$ cat config.mk
export PLATFORM = sky130hd
export DESIGN_NAME = timer_sched
export DESIGN_NICKNAME = d
export VERILOG_FILES = /design/src/rtl/timer_sched_pkg.sv /design/src/rtl/timer_sched_rr_arbiter.sv /design/src/rtl/timer_sched.sv
export SDC_FILE = /design/constraint.sdc
export NUM_CORES = 1
export LEC_CHECK = 0
export ABC_AREA = 1
export CAP_MARGIN = 10
export CORE_AREA = 5 5 183 185
export DETAILED_ROUTE_END_ITERATION = 12
export DIE_AREA = 0 0 188 190
export GPL_ROUTABILITY_DRIVEN = 0
export PLACE_DENSITY = 0.62
export SYNTH_ARGS = -nofsm -noshare
export SYNTH_HDL_FRONTEND = slang
export SYNTH_HIERARCHICAL = 1
export SYNTH_SLANG_ARGS = --single-unit
$ cat constraint.sdc
create_clock -name clk -period 4.6 [get_ports clk]
set_input_delay 1.15 -clock clk [delete_from_list [all_inputs] [get_ports clk]]
set_output_delay 1.15 -clock clk [all_outputs]
set_load 0.01 [all_outputs]
$ cat src/rtl/timer_sched_pkg.sv
// timer_sched_pkg: values shared by the timer scheduler.
//   MODE_*        : encodings driven onto the shared timer's mode port
//   REQ_*         : encodings of a requester's req_mode bit
//   state_e       : scheduler FSM states
package timer_sched_pkg;

    localparam logic MODE_TIMER            = 1'b0;
    localparam logic MODE_COUNT_DOWN_TIMER = 1'b1;

    localparam logic REQ_MEASURE = 1'b0;
    localparam logic REQ_DELAY   = 1'b1;

    typedef enum logic [1:0] {
        ST_IDLE = 2'd0,
        ST_LOAD = 2'd1,
        ST_RUN  = 2'd2,
        ST_DONE = 2'd3
    } state_e;

endpackage

$ cat src/rtl/timer_sched_rr_arbiter.sv
// rr_arbiter: combinational round-robin pick.
//   req   : request vector
//   ptr   : index with highest priority this round
//   grant : one-hot winner (zero when no request)
//   idx   : binary index of the winner
//   valid : at least one request present
module rr_arbiter
    import timer_sched_pkg::*;
#(
    parameter int unsigned NUM_REQ = 4,
    parameter int unsigned IDX_W   = $clog2(NUM_REQ)
) (
    input  logic [NUM_REQ-1:0] req,
    input  logic [IDX_W-1:0]   ptr,
    output logic [NUM_REQ-1:0] grant,
    output logic [IDX_W-1:0]   idx,
    output logic               valid
);

    logic [IDX_W-1:0] cand;

    // Scan from ptr upward with wrap; the first requester found wins.
    always_comb begin
        grant = '0;
        idx   = '0;
        valid = 1'b0;
        cand  = '0;
        for (int unsigned i = 0; i < NUM_REQ; i++) begin
            cand = IDX_W'((32'(ptr) + i) % NUM_REQ);
            if (!valid && req[cand]) begin
                valid       = 1'b1;
                idx         = cand;
                grant[cand] = 1'b1;
            end
        end
    end

endmodule

$ cat src/rtl/timer_sched.sv
// timer_sched: shares one external timer between NUM_REQ requesters.
//   clk, rst               : clock, synchronous active-high reset
//   req/req_mode/req_value : level requests, mode (0 measure, 1 delay), delay ticks
//   meas_in                : per-requester pulse to be measured
//   grant/done/result/err  : owner, completion pulse, captured counter, timeout flag
//   timer_*                : control/status of the shared timer instance
module timer_sched
    import timer_sched_pkg::*;
#(
    parameter int unsigned NUM_REQ        = 4,
    parameter int unsigned TIMEOUT_CYCLES = 1000000
) (
    input  logic                   clk,
    input  logic                   rst,
    input  logic [NUM_REQ-1:0]     req,
    input  logic [NUM_REQ-1:0]     req_mode,
    input  logic [64*NUM_REQ-1:0]  req_value,
    input  logic [NUM_REQ-1:0]     meas_in,
    output logic [NUM_REQ-1:0]     grant,
    output logic [NUM_REQ-1:0]     done,
    output logic [63:0]            result,
    output logic                   err,
    output logic                   timer_rst,
    output logic                   timer_enable,
    output logic                   timer_mode,
    output logic                   timer_count_once,
    output logic [63:0]            timer_count_down_value,
    input  logic [63:0]            timer_counter,
    input  logic                   timer_delay_pending
);

    localparam int unsigned IDX_W       = $clog2(NUM_REQ);
    localparam logic [31:0] TIMEOUT_LIM = 32'(TIMEOUT_CYCLES);

    state_e             state_q, state_d;
    logic [IDX_W-1:0]   sel_q, sel_d;
    logic [IDX_W-1:0]   ptr_q, ptr_d;
    logic [NUM_REQ-1:0] grant_q, grant_d;
    logic [NUM_REQ-1:0] done_q, done_d;
    logic [63:0]        result_q, result_d;
    logic               err_q, err_d;
    logic               meas_prev_q, meas_prev_d;
    logic [31:0]        run_cnt_q, run_cnt_d;

    logic [NUM_REQ-1:0] arb_grant;
    logic [IDX_W-1:0]   arb_idx;
    logic               arb_valid;

    logic [63:0] value_arr [NUM_REQ];
    logic        sel_req, sel_mode, sel_meas, active, running;

    for (genvar g = 0; g < NUM_REQ; g++) begin : g_val
        assign value_arr[g] = req_value[64*g +: 64];
    end

    rr_arbiter #(
        .NUM_REQ (NUM_REQ),
        .IDX_W   (IDX_W)
    ) u_arb (
        .req   (req),
        .ptr   (ptr_q),
        .grant (arb_grant),
        .idx   (arb_idx),
        .valid (arb_valid)
    );

    assign sel_req  = req[sel_q];
    assign sel_mode = req_mode[sel_q];
    assign sel_meas = meas_in[sel_q];
    assign active   = (state_q != ST_IDLE);
    assign running  = (state_q == ST_RUN);

    always_comb begin
        state_d     = state_q;
        sel_d       = sel_q;
        ptr_d       = ptr_q;
        grant_d     = grant_q;
        done_d      = '0;
        result_d    = result_q;
        err_d       = 1'b0;
        meas_prev_d = meas_prev_q;
        run_cnt_d   = run_cnt_q;
        unique case (state_q)
            ST_IDLE: begin
                if (arb_valid) begin
                    state_d = ST_LOAD;
                    sel_d   = arb_idx;
                    grant_d = arb_grant;
                    ptr_d   = (arb_idx == IDX_W'(NUM_REQ - 1)) ? '0 : arb_idx + 1'b1;
                end
            end
            ST_LOAD: begin
                meas_prev_d = 1'b0;
                run_cnt_d   = '0;
                if (!sel_req) begin
                    state_d = ST_IDLE;
                    grant_d = '0;
                end else begin
                    state_d = ST_RUN;
                end
            end
            ST_RUN: begin
                meas_prev_d = sel_meas;
                if (run_cnt_q != '1) begin
                    run_cnt_d = run_cnt_q + 32'd1;
                end
                if (!sel_req) begin
                    state_d = ST_IDLE;
                    grant_d = '0;
                end else if (sel_mode == REQ_DELAY) begin
                    if (!timer_delay_pending) begin
                        state_d  = ST_DONE;
                        done_d   = grant_q;
                        result_d = timer_counter;
                    end
                end else if (meas_prev_q && !sel_meas) begin
                    state_d  = ST_DONE;
                    done_d   = grant_q;
                    result_d = timer_counter;
                end else if (run_cnt_d >= TIMEOUT_LIM) begin
                    // run_cnt_d already includes this cycle, so the abort
                    // lands on the TIMEOUT_CYCLES-th RUN cycle.
                    state_d  = ST_DONE;
                    done_d   = grant_q;
                    result_d = timer_counter;
                    err_d    = 1'b1;
                end
            end
            ST_DONE: begin
                state_d = ST_IDLE;
                grant_d = '0;
            end
            default: state_d = ST_IDLE;
        endcase
    end

    always_ff @(posedge clk) begin
        if (rst) begin
            state_q     <= ST_IDLE;
            sel_q       <= '0;
            ptr_q       <= '0;
            grant_q     <= '0;
            done_q      <= '0;
            result_q    <= '0;
            err_q       <= 1'b0;
            meas_prev_q <= 1'b0;
            run_cnt_q   <= '0;
        end else begin
            state_q     <= state_d;
            sel_q       <= sel_d;
            ptr_q       <= ptr_d;
            grant_q     <= grant_d;
            done_q      <= done_d;
            result_q    <= result_d;
            err_q       <= err_d;
            meas_prev_q <= meas_prev_d;
            run_cnt_q   <= run_cnt_d;
        end
    end

    assign grant  = grant_q;
    assign done   = done_q;
    assign result = result_q;
    assign err    = err_q;

    // Enable drops combinationally on an owner abort or a reset request so
    // the timer never advances in the cycle the operation is being torn down.
    assign timer_rst              = rst || (state_q == ST_LOAD);
    assign timer_enable           = running && sel_req && !rst &&
                                    ((sel_mode == REQ_DELAY) || sel_meas);
    assign timer_count_once       = running && !rst && (sel_mode == REQ_MEASURE);
    assign timer_mode             = (active && sel_mode == REQ_DELAY) ?
                                    MODE_COUNT_DOWN_TIMER : MODE_TIMER;
    assign timer_count_down_value = active ? value_arr[sel_q] : '0;

endmodule

==> results of run 1 <==
[layout make-up]
cell class,count,share of cell area (%)
Clock buffer,9,1.61
Clock inverter,7,0.671
Antenna cell,1,0.0179
Multi-Input combinational cell,1216,39.1
Timing Repair Buffer,497,35.4
Tap cell,408,3.65
Inverter,127,3.42
Sequential cell,112,16.1
[layout by cell type, fill, tap and decap left out, drive strengths merged]
master	synthesis	final
xnor2	1	1
nor2	394	394
buf	44	22
dfxtp	112	112
a21boi	4	4
nand3	131	131
inv	126	130
nand4	13	13
clkinv	1	4
o21ai	138	138
clkdlybuf4s50	0	475
a21oi	181	181
nand3b	4	4
o21bai	3	3
xor2	2	2
o211ai	4	4
ha	10	10
nand2	328	328
diode	0	1
nor3	2	2
clkbuf	58	9
or2	1	1
[flip-flops by register name, summed over array words and instances (netlist names)]
| name | flops |
|---|---|
| done | 4 |
| err | 1 |
| grant | 4 |
| meas_prev_q | 1 |
| ptr_q | 2 |
| result | 64 |
| run_cnt_q | 32 |
| sel_q | 2 |
| state_q | 2 |
[cells by family (layout without fill, tap and decap cells)]
family                     after synthesis  count (layout)
buffers and inverters                  229             640
other                                    0               1
DFF                                    112             112
adders and majority gates               10              10
and+or+nand+nor                        873             873
AOI/OAI and AO/OA                      330             330
xor gates and xnor gates                 3               3
[worst min-delay path: cells and delay by family (launching register included)]
kind	cells	cell delay, ns
compound gates	1	0.04
flops	1	0.33
simple gates	1	0.08
[per-layer routing]
metal / share of wire (%) / vias to the layer above / global-route usage [%]
met5: 0 / - / 0
met4: 3.8 / 0 / 8.47
met3: 7.4 / 72 / 6.70
met2: 49 / 372 / 38.5
met1: 40 / 5133 / 26.1
li1: - / 5795 / -
[power groups by stage]
stage	registers, W	clock network (W)	logic [W]
2_1_floorplan	0.00113	0	0.00188
3_3_place_gp	0.00112	0	0.00351
3_5_place_dp	0.00113	0	0.00352
4_1_cts	0.00110	0.000865	0.00354
5_1_grt	0.00112	0.000900	0.00387
6_report	0.00110	0.000839	0.00352
[worst paths after layout]
kind                      end  slack, ns  depth (start not counted)
max          timer_count_once       0.33                          7
min                result[51]       0.49                          2
max reg2reg        result[59]       0.90                         17
min reg2reg        result[51]       0.49                          2
[per-stage QoR]
step           hold slack, ns  util, %  cells  setup slack [ns]  instance area [µm²]
6_report                0.486     43.9   2377             0.327                14000
5_1_grt                 0.512     43.9   2377             0.232                14000
4_1_cts                 0.490     43.9   2376             0.344                14000
3_5_place_dp            0.468     42.9   2360             0.351                13700
3_3_place_gp            0.460     42.9   2360             0.349                13700
2_1_floorplan           0.445        -   1557              1.67                 8650
==> flow_summary.toml, run 1 <==
[global_routing]
antenna_found_initial = 1
grt.total_usage_pct = 22.3
grt_max_degree = 135
first_global_vias = 10721
gr-total-overflow = 0
grt_pass1_wl_um = 62400

[detailed_routing]
drtPass1Iterations = 5
ant_nets = 0
drtIter0Drc = 807
drcViolationCount = 0
vias_per_cell = 4.78
vias = 11372
totalWireLength_um = 42000
wl_per_cell_um = 17.7

[die]
die_h_um = 190
die_width_um = 188
dieArea_um2 = 35700
start_util_pct = 27.1
io-pin-count = 476
num_rows = 66
core-area_um2 = 31900

[timing]
setup_viol = 0
fin_crit_sh_pct = 92.9
finalCriticalPeriod_ns = 4.27
setup_tns_ns = 0
timing.fmax_mhz = 234
slew_violations = 0
maxSlewHeadroom_pct = 27.3
finClkSkew_ns = 0.0203
rsz0062_at_grt = "false"
tightest_slew_ns = 1.09
hold_viol = 0

[power]
combPwrFrac_pct = 64.5
p_sw_w = 0.00260
seq_power_share_pct = 20.2
power_switching_share_pct = 47.5
peakVddDrop_uv = 247
intPower_w = 0.00287
power_w = 0.00547
power.share.clock_pct = 15.4
power.density_nw_per_um2 = 391
p_leak_nw = 5.68

[min_path]
worst_hold_startpoint = "result[51]"
hp-class = "register to register"

[synth]
synth_area_um2 = 8650
synth_area_per_cell_um2 = 5.56
synthArstFlopShare_pct = 0
yosys.area_share.simple_pct = 42.0
ys_ff_latch = 112
ys.flop_type = "dfxtp_1"
synth_nets = 1902
synth_compound_area_share_pct = 19.4
ys_warn_count = 6
synth-xor-area-share_pct = 0.304
yosysTopAreaCell = "dfxtp_1"
synth_top_area_share_pct = 25.9
yosysSeqAreaShare_pct = 25.9
ys_top_cells_by_count = "nor2_1, nand2_1, a21oi_1"
synthAdderAreaFrac_pct = 1.45
yosysMostFrequentCell = "nor2_1"
synthMuxAreaShare_pct = 0
synth_cell_types = 33
synth_area_leaders = "dfxtp_1, nor2_1, nand2_1, a21oi_1, o21ai_0"
synth_top_family_by_area = "simple AND/OR/NAND/NOR gates"
synth_edf_count = 0
syn_inst = 1557

[cts]
postCtsSetupRepairBufs = 0
cts_buffer_depth = 2
postCtsResizedCells = 0
cts_tree = "yes"
cts_max_level = 3
root_buffer = "clkbuf_16"
cts.clk_slew.worst_paths_ns = 0.09
clock_sinks = 112
clk_latency_ns = 0.38
numCtsBuffers = 9
cts_hold_buf = 0

[critical_path]
r2r-start = "run_cnt_q[0]"
critPathRequiredTime_ns = 3.45
worst_setup_path_start_kind = "primary input"
crit_type = "primary input to output pin"
worstPathArrival_ns = 3.12
cp_max_fo = 4
crit_family = "buffers and inverters"
cp_slowest_cell = "clkdlybuf4s50_1"
end_kind = "output pin"
cpPeakStageDelay_ns = 0.68
cp_cell_sequence = "clkdlybuf4s50_1 -> nand2_1 -> nand3_1 -> nand2_1 -> inv_1 -> nor3_1 -> clkdlybuf4s50_1"
cp_num_buf_inv = 3
crit_path_start = "req_mode[3]"

[run_status]
status = "complete, no violations"

[layout]
nFillCells = 3334
multi_input_area_um2 = 5480
drive_gt1_share_pct = 3.86
seqCellArea_um2 = 2250
syn_to_final_growth_pct = 61.7
layout.nets = 2308

[flow_run]
cap_violations = 0

[placement]
dpl.hpwl_um = 33500
portBuffers = 475
Power figures use the tool's default switching activity.
==> inputs of run 2 (changes only) <==
--- a/config.mk
+++ b/config.mk
@@ -7,12 +7,11 @@
 export LEC_CHECK = 0
 export ABC_AREA = 1
 export CAP_MARGIN = 10
-export CORE_AREA = 5 5 183 185
+export CORE_AREA = 5 5 182 184
 export DETAILED_ROUTE_END_ITERATION = 12
-export DIE_AREA = 0 0 188 190
+export DIE_AREA = 0 0 187 189
 export GPL_ROUTABILITY_DRIVEN = 0
-export PLACE_DENSITY = 0.62
+export PLACE_DENSITY = 0.7
 export SYNTH_ARGS = -nofsm -noshare
 export SYNTH_HDL_FRONTEND = slang
-export SYNTH_HIERARCHICAL = 1
 export SYNTH_SLANG_ARGS = --single-unit
==> run 2 against run 1 <==
Against the previous run: core utilization grew 0.53 points; flip-flop and latch count did not move; via count decreased by 0.34%; register-to-register slack worse by 0.02 ns; first-iteration DRC count is 0.74% lower; highest routed layer is now met5.
==> flow_summary.toml, run 2 <==
[min_path]
worst_hold_startpoint = "meas_prev_q"
hold_end = "meas_prev_q"
hold_depth = 2
hp-class = "register to register"

[die]
core-area_um2 = 31200
dieArea_um2 = 35300
die_h_um = 189
io-pin-count = 476
num_rows = 65
start_util_pct = 27.3
die_width_um = 187

[timing]
setup_slack_ns = 0.200
tightest_slew_ns = 1.07
rsz0062_at_grt = "false"
finClkSkew_ns = 0.0155
maxSlewHeadroom_pct = 28.9
hold_ws_ns = 0.469
setup_tns_ns = 0
setup_viol = 0
timing.fmax_mhz = 227
finalCriticalPeriod_ns = 4.40
hold_viol = 0
fin_crit_sh_pct = 95.7
slew_violations = 0

[critical_path]
r2r_slack_ns = 0.88
ff2ff_path_depth = 17
r2r-start = "run_cnt_q[0]"
end_kind = "output pin"
worstPathArrival_ns = 3.25
critPathRequiredTime_ns = 3.45
crit_path_start = "req[0]"
worst_setup_path_start_kind = "primary input"
cp_max_fo = 4
crit_type = "primary input to output pin"
r2r-end = "result[0]"

[cts]
clk_latency_ns = 0.36
cts_buffer_depth = 2
cts_tree = "yes"
postCtsSetupRepairBufs = 0
postCtsResizedCells = 0
cts_max_level = 3
cts_hold_buf = 0
numCtsBuffers = 9
root_buffer = "clkbuf_16"
clock_sinks = 112
cts.clk_slew.worst_paths_ns = 0.07

[global_routing]
gr-total-overflow = 0
grt_pass1_wl_um = 59400
first_global_vias = 10556
grt_max_degree = 111
antenna_found_initial = 6
grt.total_usage_pct = 20.7

[run_status]
status = "complete, no violations"

[synth]
synthArstFlopShare_pct = 0
synthAdderAreaFrac_pct = 1.76
syn_inst = 1540
synth_area_leaders = "dfxtp_1, nor2_1, nand2_1, a21oi_1, o21ai_0"
synth_cell_types = 37
synthMuxAreaShare_pct = 0
yosys.area_share.simple_pct = 39.9
ys.flop_type = "dfxtp_1"
synth_area_per_cell_um2 = 5.53
ys_ff_latch = 112
synth_edf_count = 0
synth_top_area_share_pct = 26.3
synth_compound_area_share_pct = 20.6
ys_warn_count = 0
synth-xor-area-share_pct = 0.309
synth_nets = 1887
yosysTopAreaCell = "dfxtp_1"
yosysMostFrequentCell = "nor2_1"
synth_area_um2 = 8510
synth_top_family_by_area = "simple AND/OR/NAND/NOR gates"
ys_top_cells_by_count = "nor2_1, nand2_1, a21oi_1"
yosysSeqAreaShare_pct = 26.3

[detailed_routing]
drtPass1Iterations = 5
ant_nets = 0
wl_per_cell_um = 16.5
drtIter0Drc = 801
drcViolationCount = 0
totalWireLength_um = 38900
vias = 11333
vias_per_cell = 4.81

[layout]
seqCellArea_um2 = 2250
largest_reg_flops = 64
final_cell_mix = "clkdlybuf4s50_1, nor2_1, nand2_1"
drive_gt1_share_pct = 3.18
final_common_cell = "clkdlybuf4s50_1"
layout.nets = 2291
multi_input_area_um2 = 5350
syn_to_final_growth_pct = 63.0
nFillCells = 3312

[placement]
portBuffers = 475
dpl.hpwl_um = 30900
dp_slack_ns = 0.242

[power]
power_w = 0.00486
power.density_nw_per_um2 = 350
peakVddDrop_uv = 269
p_leak_nw = 5.48

[flow_run]
cap_violations = 0
## run 2: cells by family after synthesis
logic type / count (synthesis)
AND/OR/NAND/NOR: 845
AO/OA/AOI/OAI: 340
buffers and inverters: 228
flip-flops: 112
adder cells (fa/ha/maj): 12
XOR/XNOR: 3
## run 2: power by group
group          switching [W]  internal, W
Sequential         0.0000705      0.00104
Clock               0.000415     0.000392
Combinational        0.00166      0.00129
## run 2: metal layers
layer	vias up	global-route usage, %	share of wire (%)
li1	5741	-	-
met1	5074	24.6	41
met2	446	35.5	47
met3	68	6.42	8.7
met4	4	7.03	3.2
met5	-	0	0.087
## run 2: worst max-delay path by stage
| stage | end | slack [ns] | depth (start not counted) |
|---|---|---|---|
| final | timer_enable | 0.20 | 9 |
| after global routing | timer_enable | 0.05 | 9 |
| after CTS | timer_enable | 0.24 | 9 |
| after detailed placement | timer_enable | 0.24 | 9 |
| after global placement | timer_enable | 0.29 | 9 |
| after floorplan | timer_enable | 1.47 | 5 |
## run 2: critical path: stages
cell and delay (ns):
clkdlybuf4s50_1 0.46, inv_1 0.05, o21ai_0 0.24, nand2_1 0.16, nor2_1 0.20, nand2_1 0.10
a21oi_1 0.16, buf_4 0.17, clkdlybuf4s50_1 0.55
## run 2: per-stage QoR
| stage | instances | util, % | cell area, µm² |
|---|---|---|---|
| floorplan | 1540 | - | 8510 |
| global placement | 2335 | 43.4 | 13600 |
| detailed placement | 2335 | 43.4 | 13600 |
| CTS | 2351 | 44.4 | 13900 |
| global route | 2353 | 44.4 | 13900 |
| finish | 2356 | 44.4 | 13900 |
## run 2: area by class of cell
| cell class | instances | area share, % |
|---|---|---|
| multi-input combinational | 1200 | 38.5 |
| timing repair buffer | 496 | 35.9 |
| sequential | 112 | 16.2 |
| tap | 402 | 3.62 |
| inverter | 125 | 3.39 |
| clock buffer | 9 | 1.62 |
| clock inverter | 7 | 0.586 |
| antenna | 5 | 0.0902 |
==> variant 1, RTL diff (flow settings as in run 1) <==
Take the reset off `result_q` and load it in a clocked block of its own.
--- a/src/rtl/timer_sched.sv
+++ b/src/rtl/timer_sched.sv
@@ -141,7 +141,6 @@
             ptr_q       <= '0;
             grant_q     <= '0;
             done_q      <= '0;
-            result_q    <= '0;
             err_q       <= 1'b0;
             meas_prev_q <= 1'b0;
             run_cnt_q   <= '0;
@@ -151,11 +150,14 @@
             ptr_q       <= ptr_d;
             grant_q     <= grant_d;
             done_q      <= done_d;
-            result_q    <= result_d;
             err_q       <= err_d;
             meas_prev_q <= meas_prev_d;
             run_cnt_q   <= run_cnt_d;
         end
+    end
+
+    always_ff @(posedge clk) begin
+        result_q <= result_d;
     end
 
     assign grant  = grant_q;
Check against the original RTL: differs if rst is asserted again (counterexample within 4 cycles, from zero or initial values and one cycle with rst high); with rst held inactive, the same outputs for 4 cycles.
==> variant 1 against run 1 <==
Sequential power up 7%. Wire length down 6.1%. Power is 6.5% lower. First-iteration DRC count shrank 37%. Sequential cell count stayed put. Setup slack got worse by 0.074 ns. Synthesized area fell by 9.9%. Hold slack worse by 0.011 ns. Count of clock-buffer cells in the layout grew 2. Die area did not move. Design area fell by 5.3%. Via count fell by 14%. Largest cell class is now non-clock buffers. Largest power group unchanged. Highest routed layer unchanged.
==> variant 1: results <==
[place]
dp_worst_slack_ns = 0.185
hpwl_um = 32400

[global_route]
grt_pass1_vias = 9259
initial_antenna_violation_count = 5
grt_use_total_pct = 21.0
pin_count_of_the_biggest_net_entering_global_routing = 135
grt_first_pass_wirelength_um = 57700

[pwr]
worst_ir_drop_vdd_mv = 0.305
power.static_leakage_nw = 5.03

[critical_path]
rrSetupSlack_ns = 0.95
critPathArrivalTime_ns = 3.20
path_max_fanout = 1
worst_r2r_endpoint = "result[60]$_DFFE_PP_"
worstSetupEndpoint = "timer_count_down_value[7]"
worst_setup_path_startpoint = "req_value[135]"
timing.reg2reg.worst_path_depth = 16

[route]
detail_route.wl_per_cell_um = 19.2
drtIter0Drc = 505
route.detailed.vias_per_inst = 4.76

[worst_hold_path]
holdCritPathClass = "reg -> reg"

[synth]
synth_cell_type_count = 37
synth-seq-area-share_pct = 37.0
ys_warn_count = 6
synth_edf_count = 64
synth_common_cells = "sky130_fd_sc_hd__nor2_1 (314), sky130_fd_sc_hd__nand2_1 (246), sky130_fd_sc_hd__o21ai_0 (137)"
post_synth_main_area_contributors = "sky130_fd_sc_hd__edfxtp_1 (25%), sky130_fd_sc_hd__nor2_1 (15%), sky130_fd_sc_hd__dfxtp_1 (12%)"
net_count_of_the_mapped_netlist = 1544
synth-main-ff-cell = "sky130_fd_sc_hd__edfxtp_1"

[timing]
setup-tns-final_ns = 0
fin_ws_ns = 0.253
timing.clock.skew_ns = 0.0183
relSlewSlack_pct = 28.5

[outcome]
run_status = "completed"

[clock_network]
worstSkewPairLatency_ns = 0.36
postCtsSetupRepairBufs = 0
cts_bufs_inserted = 9
ctsResizeCount = 0
root_buffer = "sky130_fd_sc_hd__clkbuf_16"

[layout]
ratio_of_cells_with_drive_above_1_in_the_final_layout_pct = 4.94
final_nets = 1980
n_fill_cell = 3268

[floorplan]
core-area_um2 = 31900

[run]
maxCapViolCount = 0
-- variant 1: power breakdown --
group | total, W | switching (W) | internal (W)
Combinational | 0.00312 | 0.00182 | 0.00130
Clock | 0.000812 | 0.000396 | 0.000416
Sequential | 0.00118 | 0.0000590 | 0.00112
-- variant 1: per-stage QoR --
| step | cells | utilization [%] | area [um2] | hold WS (ns) |
|---|---|---|---|---|
| after detailed placement | 2032 | 40.6 | 12900 | 0.462 |
| after global placement | 2032 | 40.6 | 12900 | 0.459 |
| after global routing | 2052 | 41.6 | 13300 | 0.521 |
| final | 2052 | 41.6 | 13300 | 0.474 |
| after CTS | 2048 | 41.5 | 13200 | 0.473 |
| after floorplan | 1199 | - | 7790 | 0.445 |
-- variant 1: cell families (layout without fill, tap and decap cells) --
kind of cell | count (synthesis) | in the layout | share of synthesized area (%)
AND/OR/NAND/NOR | 680 | 680 | 37.0
AO/OA/AOI/OAI | 266 | 266 | 17.5
buffers and inverters | 128 | 569 | 6.57
flip-flops | 112 | 112 | 37.0
adder cells (fa/ha/maj) | 10 | 10 | 1.61
XOR/XNOR | 3 | 3 | 0.337
other | 0 | 4 | 0
-- variant 1: worst max-delay path, stage by stage --
cell	delay [ns]
sky130_fd_sc_hd__clkdlybuf4s50_1	0.45
sky130_fd_sc_hd__nor2_1	0.04
sky130_fd_sc_hd__nor2_1	0.13
sky130_fd_sc_hd__o21ai_0	0.34
sky130_fd_sc_hd__a21oi_1	0.45
sky130_fd_sc_hd__clkdlybuf4s50_1	0.63
-- variant 1: worst min-delay path by stage --
stage | from | endpoint | cells after the start
floorplan | meas_prev_q$_SDFFE_PP0N_ | meas_prev_q$_SDFFE_PP0N_ | 2
global placement | meas_prev_q$_SDFFE_PP0N_ | meas_prev_q$_SDFFE_PP0N_ | 2
global route | grant[2]$_SDFFE_PP0P_ | grant[2]$_SDFFE_PP0P_ | 2
CTS | meas_prev_q$_SDFFE_PP0N_ | meas_prev_q$_SDFFE_PP0N_ | 2
finish | meas_prev_q$_SDFFE_PP0N_ | meas_prev_q$_SDFFE_PP0N_ | 2
detailed placement | meas_prev_q$_SDFFE_PP0N_ | meas_prev_q$_SDFFE_PP0N_ | 2
-- variant 1: layout make-up --
cell class | count | area (um2) | share of cell area, %
inverter | 61 | 230 | 1.74
clock inverter | 5 | 56.3 | 0.425
clock buffer | 11 | 254 | 1.92
timing repair buffer | 492 | 4900 | 37.0
antenna | 4 | 10.0 | 0.0755
tap | 408 | 510 | 3.85
multi-input combinational | 959 | 4400 | 33.2
sequential | 112 | 2890 | 21.8
-- variant 1: layer usage --
layer	global-route usage, %	share of wire, %	wire (um)	vias up
met5	0	0	0	-
met4	6.83	3.0	1200	0
met3	5.85	8.3	3260	39
met2	35.8	47	18600	475
met1	25.7	41	16400	4429
li1	-	-	-	4819
==> variant 2, RTL diff (config.mk and constraints of run 1) <==
Without the edit above. `NUM_REQ` is set to 4 in 2 places; all go to 2.
--- a/src/rtl/timer_sched_rr_arbiter.sv
+++ b/src/rtl/timer_sched_rr_arbiter.sv
@@ -7,7 +7,7 @@
 module rr_arbiter
     import timer_sched_pkg::*;
 #(
-    parameter int unsigned NUM_REQ = 4,
+    parameter int unsigned NUM_REQ = 2,
     parameter int unsigned IDX_W   = $clog2(NUM_REQ)
 ) (
     input  logic [NUM_REQ-1:0] req,
--- a/src/rtl/timer_sched.sv
+++ b/src/rtl/timer_sched.sv
@@ -7,7 +7,7 @@
 module timer_sched
     import timer_sched_pkg::*;
 #(
-    parameter int unsigned NUM_REQ        = 4,
+    parameter int unsigned NUM_REQ        = 2,
     parameter int unsigned TIMEOUT_CYCLES = 1000000
 ) (
     input  logic                   clk,
Interface: changed (6 resized); port bits go from 476 to 338. The function was not compared with the original's and may differ.
==> variant 2 against run 1 <==
Wire length shrank 35%. Power down 21%. Design area decreased by 24%. Core utilization is 11 points lower. First-iteration DRC count is 38% lower. Setup slack improved by 0.11 ns. Sequential share of layout area grew 3.9 points. Sequential cell count decreased by 6. Synthesized area is 23% lower.
==> variant 2: results <==
[layout]
antenna_cells = 0
final_nets = 1597
ratio_of_cells_with_drive_above_1_in_the_final_layout_pct = 3.65
n_fill_cell = 3430

[synth]
net_count_of_the_mapped_netlist = 1309
synth-main-ff-cell = "sky130_fd_sc_hd__dfxtp_1"
synth_cells = 1104
post_synth_main_area_contributors = "sky130_fd_sc_hd__dfxtp_1 (32%), sky130_fd_sc_hd__nand2_1 (16%), sky130_fd_sc_hd__nor2_1 (15%)"
synth_cell_type_count = 32
synth_common_cells = "sky130_fd_sc_hd__nand2_1 (286), sky130_fd_sc_hd__nor2_1 (264), sky130_fd_sc_hd__dfxtp_1 (106)"
synth-seq-area-share_pct = 32.0

[route]
first_pass_iters = 5
detail_route.wirelength_um = 27400
route.detailed.vias_per_inst = 4.43
num_vias = 7988
drtIter0Drc = 504

[place]
place.detailed.instances = 1789
dp_worst_slack_ns = 0.371
port_buffers = 337
hpwl_um = 21700
dpl_cell_area_um2 = 10300

[clock_network]
postCtsSetupRepairBufs = 0
worstSkewPairLatency_ns = 0.36
ctsResizeCount = 0
clk_pin_slew_ns = 0.08

[global_route]
grt_first_pass_wirelength_um = 42100
grt_use_total_pct = 14.5
initial_antenna_violation_count = 1
grt_pass1_vias = 7727
pin_count_of_the_biggest_net_entering_global_routing = 79

[pwr]
power.static_leakage_nw = 3.99
power_switching_w = 0.00187
worst_ir_drop_vdd_mv = 0.212

[outcome]
run_status = "completed"

[timing]
timing.clock.skew_ns = 0.0109
worst_slew_pin_slew_ns = 1.03
setup_viol = 0

[critical_path]
delay_of_the_slowest_critical_path_stage_ns = 0.62
worst_setup_path_startpoint = "req_mode[1]"

[worst_hold_path]
holdCritPathClass = "reg -> reg"
hold_start = "meas_prev_q$_SDFFE_PP0N_"
==> variant 2: kinds of logic (layout without fill, tap and decap cells) <==
logic type | after synthesis | after routing | share of synthesized area, %
and+or+nand+nor | 682 | 682 | 44.4
AOI/OAI and AO/OA | 186 | 186 | 14.4
buffers and inverters | 122 | 415 | 7.96
DFF | 106 | 106 | 32.0
adders and majority gates | 4 | 4 | 0.754
xor gates and xnor gates | 3 | 3 | 0.396
muxes | 1 | 1 | 0.151
==> variant 2: layout make-up <==
| type | instances | area, um2 | share of cell area (%) |
|---|---|---|---|
| sequential | 106 | 2120 | 20.0 |
| multi-input combinational | 876 | 4000 | 37.7 |
| inverter | 51 | 191 | 1.80 |
| clock inverter | 7 | 70.1 | 0.660 |
| clock buffer | 9 | 225 | 2.12 |
| timing repair buffer | 348 | 3490 | 32.9 |
| tap | 408 | 510 | 4.81 |
==> variant 2: final timing paths <==
check	end	cells after the start	slack, ns
hold reg to reg	meas_prev_q$_SDFFE_PP0N_	2	0.48
setup / recovery	timer_count_once	6	0.43
setup reg to reg	result[28]$_SDFFE_PP0P_	17	0.89
hold / removal	meas_prev_q$_SDFFE_PP0N_	2	0.48
==> variant 2: power by group through the flow <==
stage	combinational, W	clock, W	sequential, W
after global placement	0.00252	0	0.00105
after detailed placement	0.00253	0	0.00105
final	0.00248	0.000793	0.00103
after CTS	0.00253	0.000824	0.00103
after floorplan	0.00120	0	0.00107
after global routing	0.00270	0.000856	0.00104
==> variant 2: layer usage <==
metal / GRT usage [%] / part of all wire (%)
met5: 0 / 0
met4: 4.46 / 2.4
met1: 17.2 / 42
met2: 26.0 / 50
met3: 3.50 / 6.5
==> variant 2: worst register-to-register path, stage by stage (launching register included) <==
cell	delay, ns
sky130_fd_sc_hd__dfxtp_1	0.50
sky130_fd_sc_hd__ha_1	0.20
sky130_fd_sc_hd__buf_4	0.15
sky130_fd_sc_hd__inv_1	0.07
sky130_fd_sc_hd__nor2_4	0.22
sky130_fd_sc_hd__nand2_2	0.14
sky130_fd_sc_hd__nor2_2	0.16
sky130_fd_sc_hd__nand2_2	0.40
sky130_fd_sc_hd__nand3_1	0.30
sky130_fd_sc_hd__nor2_1	0.08
sky130_fd_sc_hd__nand2_1	0.10
sky130_fd_sc_hd__nor2_1	0.07
sky130_fd_sc_hd__nand3_2	0.11
sky130_fd_sc_hd__nand3_4	0.42
sky130_fd_sc_hd__buf_4	0.44
sky130_fd_sc_hd__nand3b_1	0.11
sky130_fd_sc_hd__nand2_1	0.06
sky130_fd_sc_hd__nor2_1	0.11
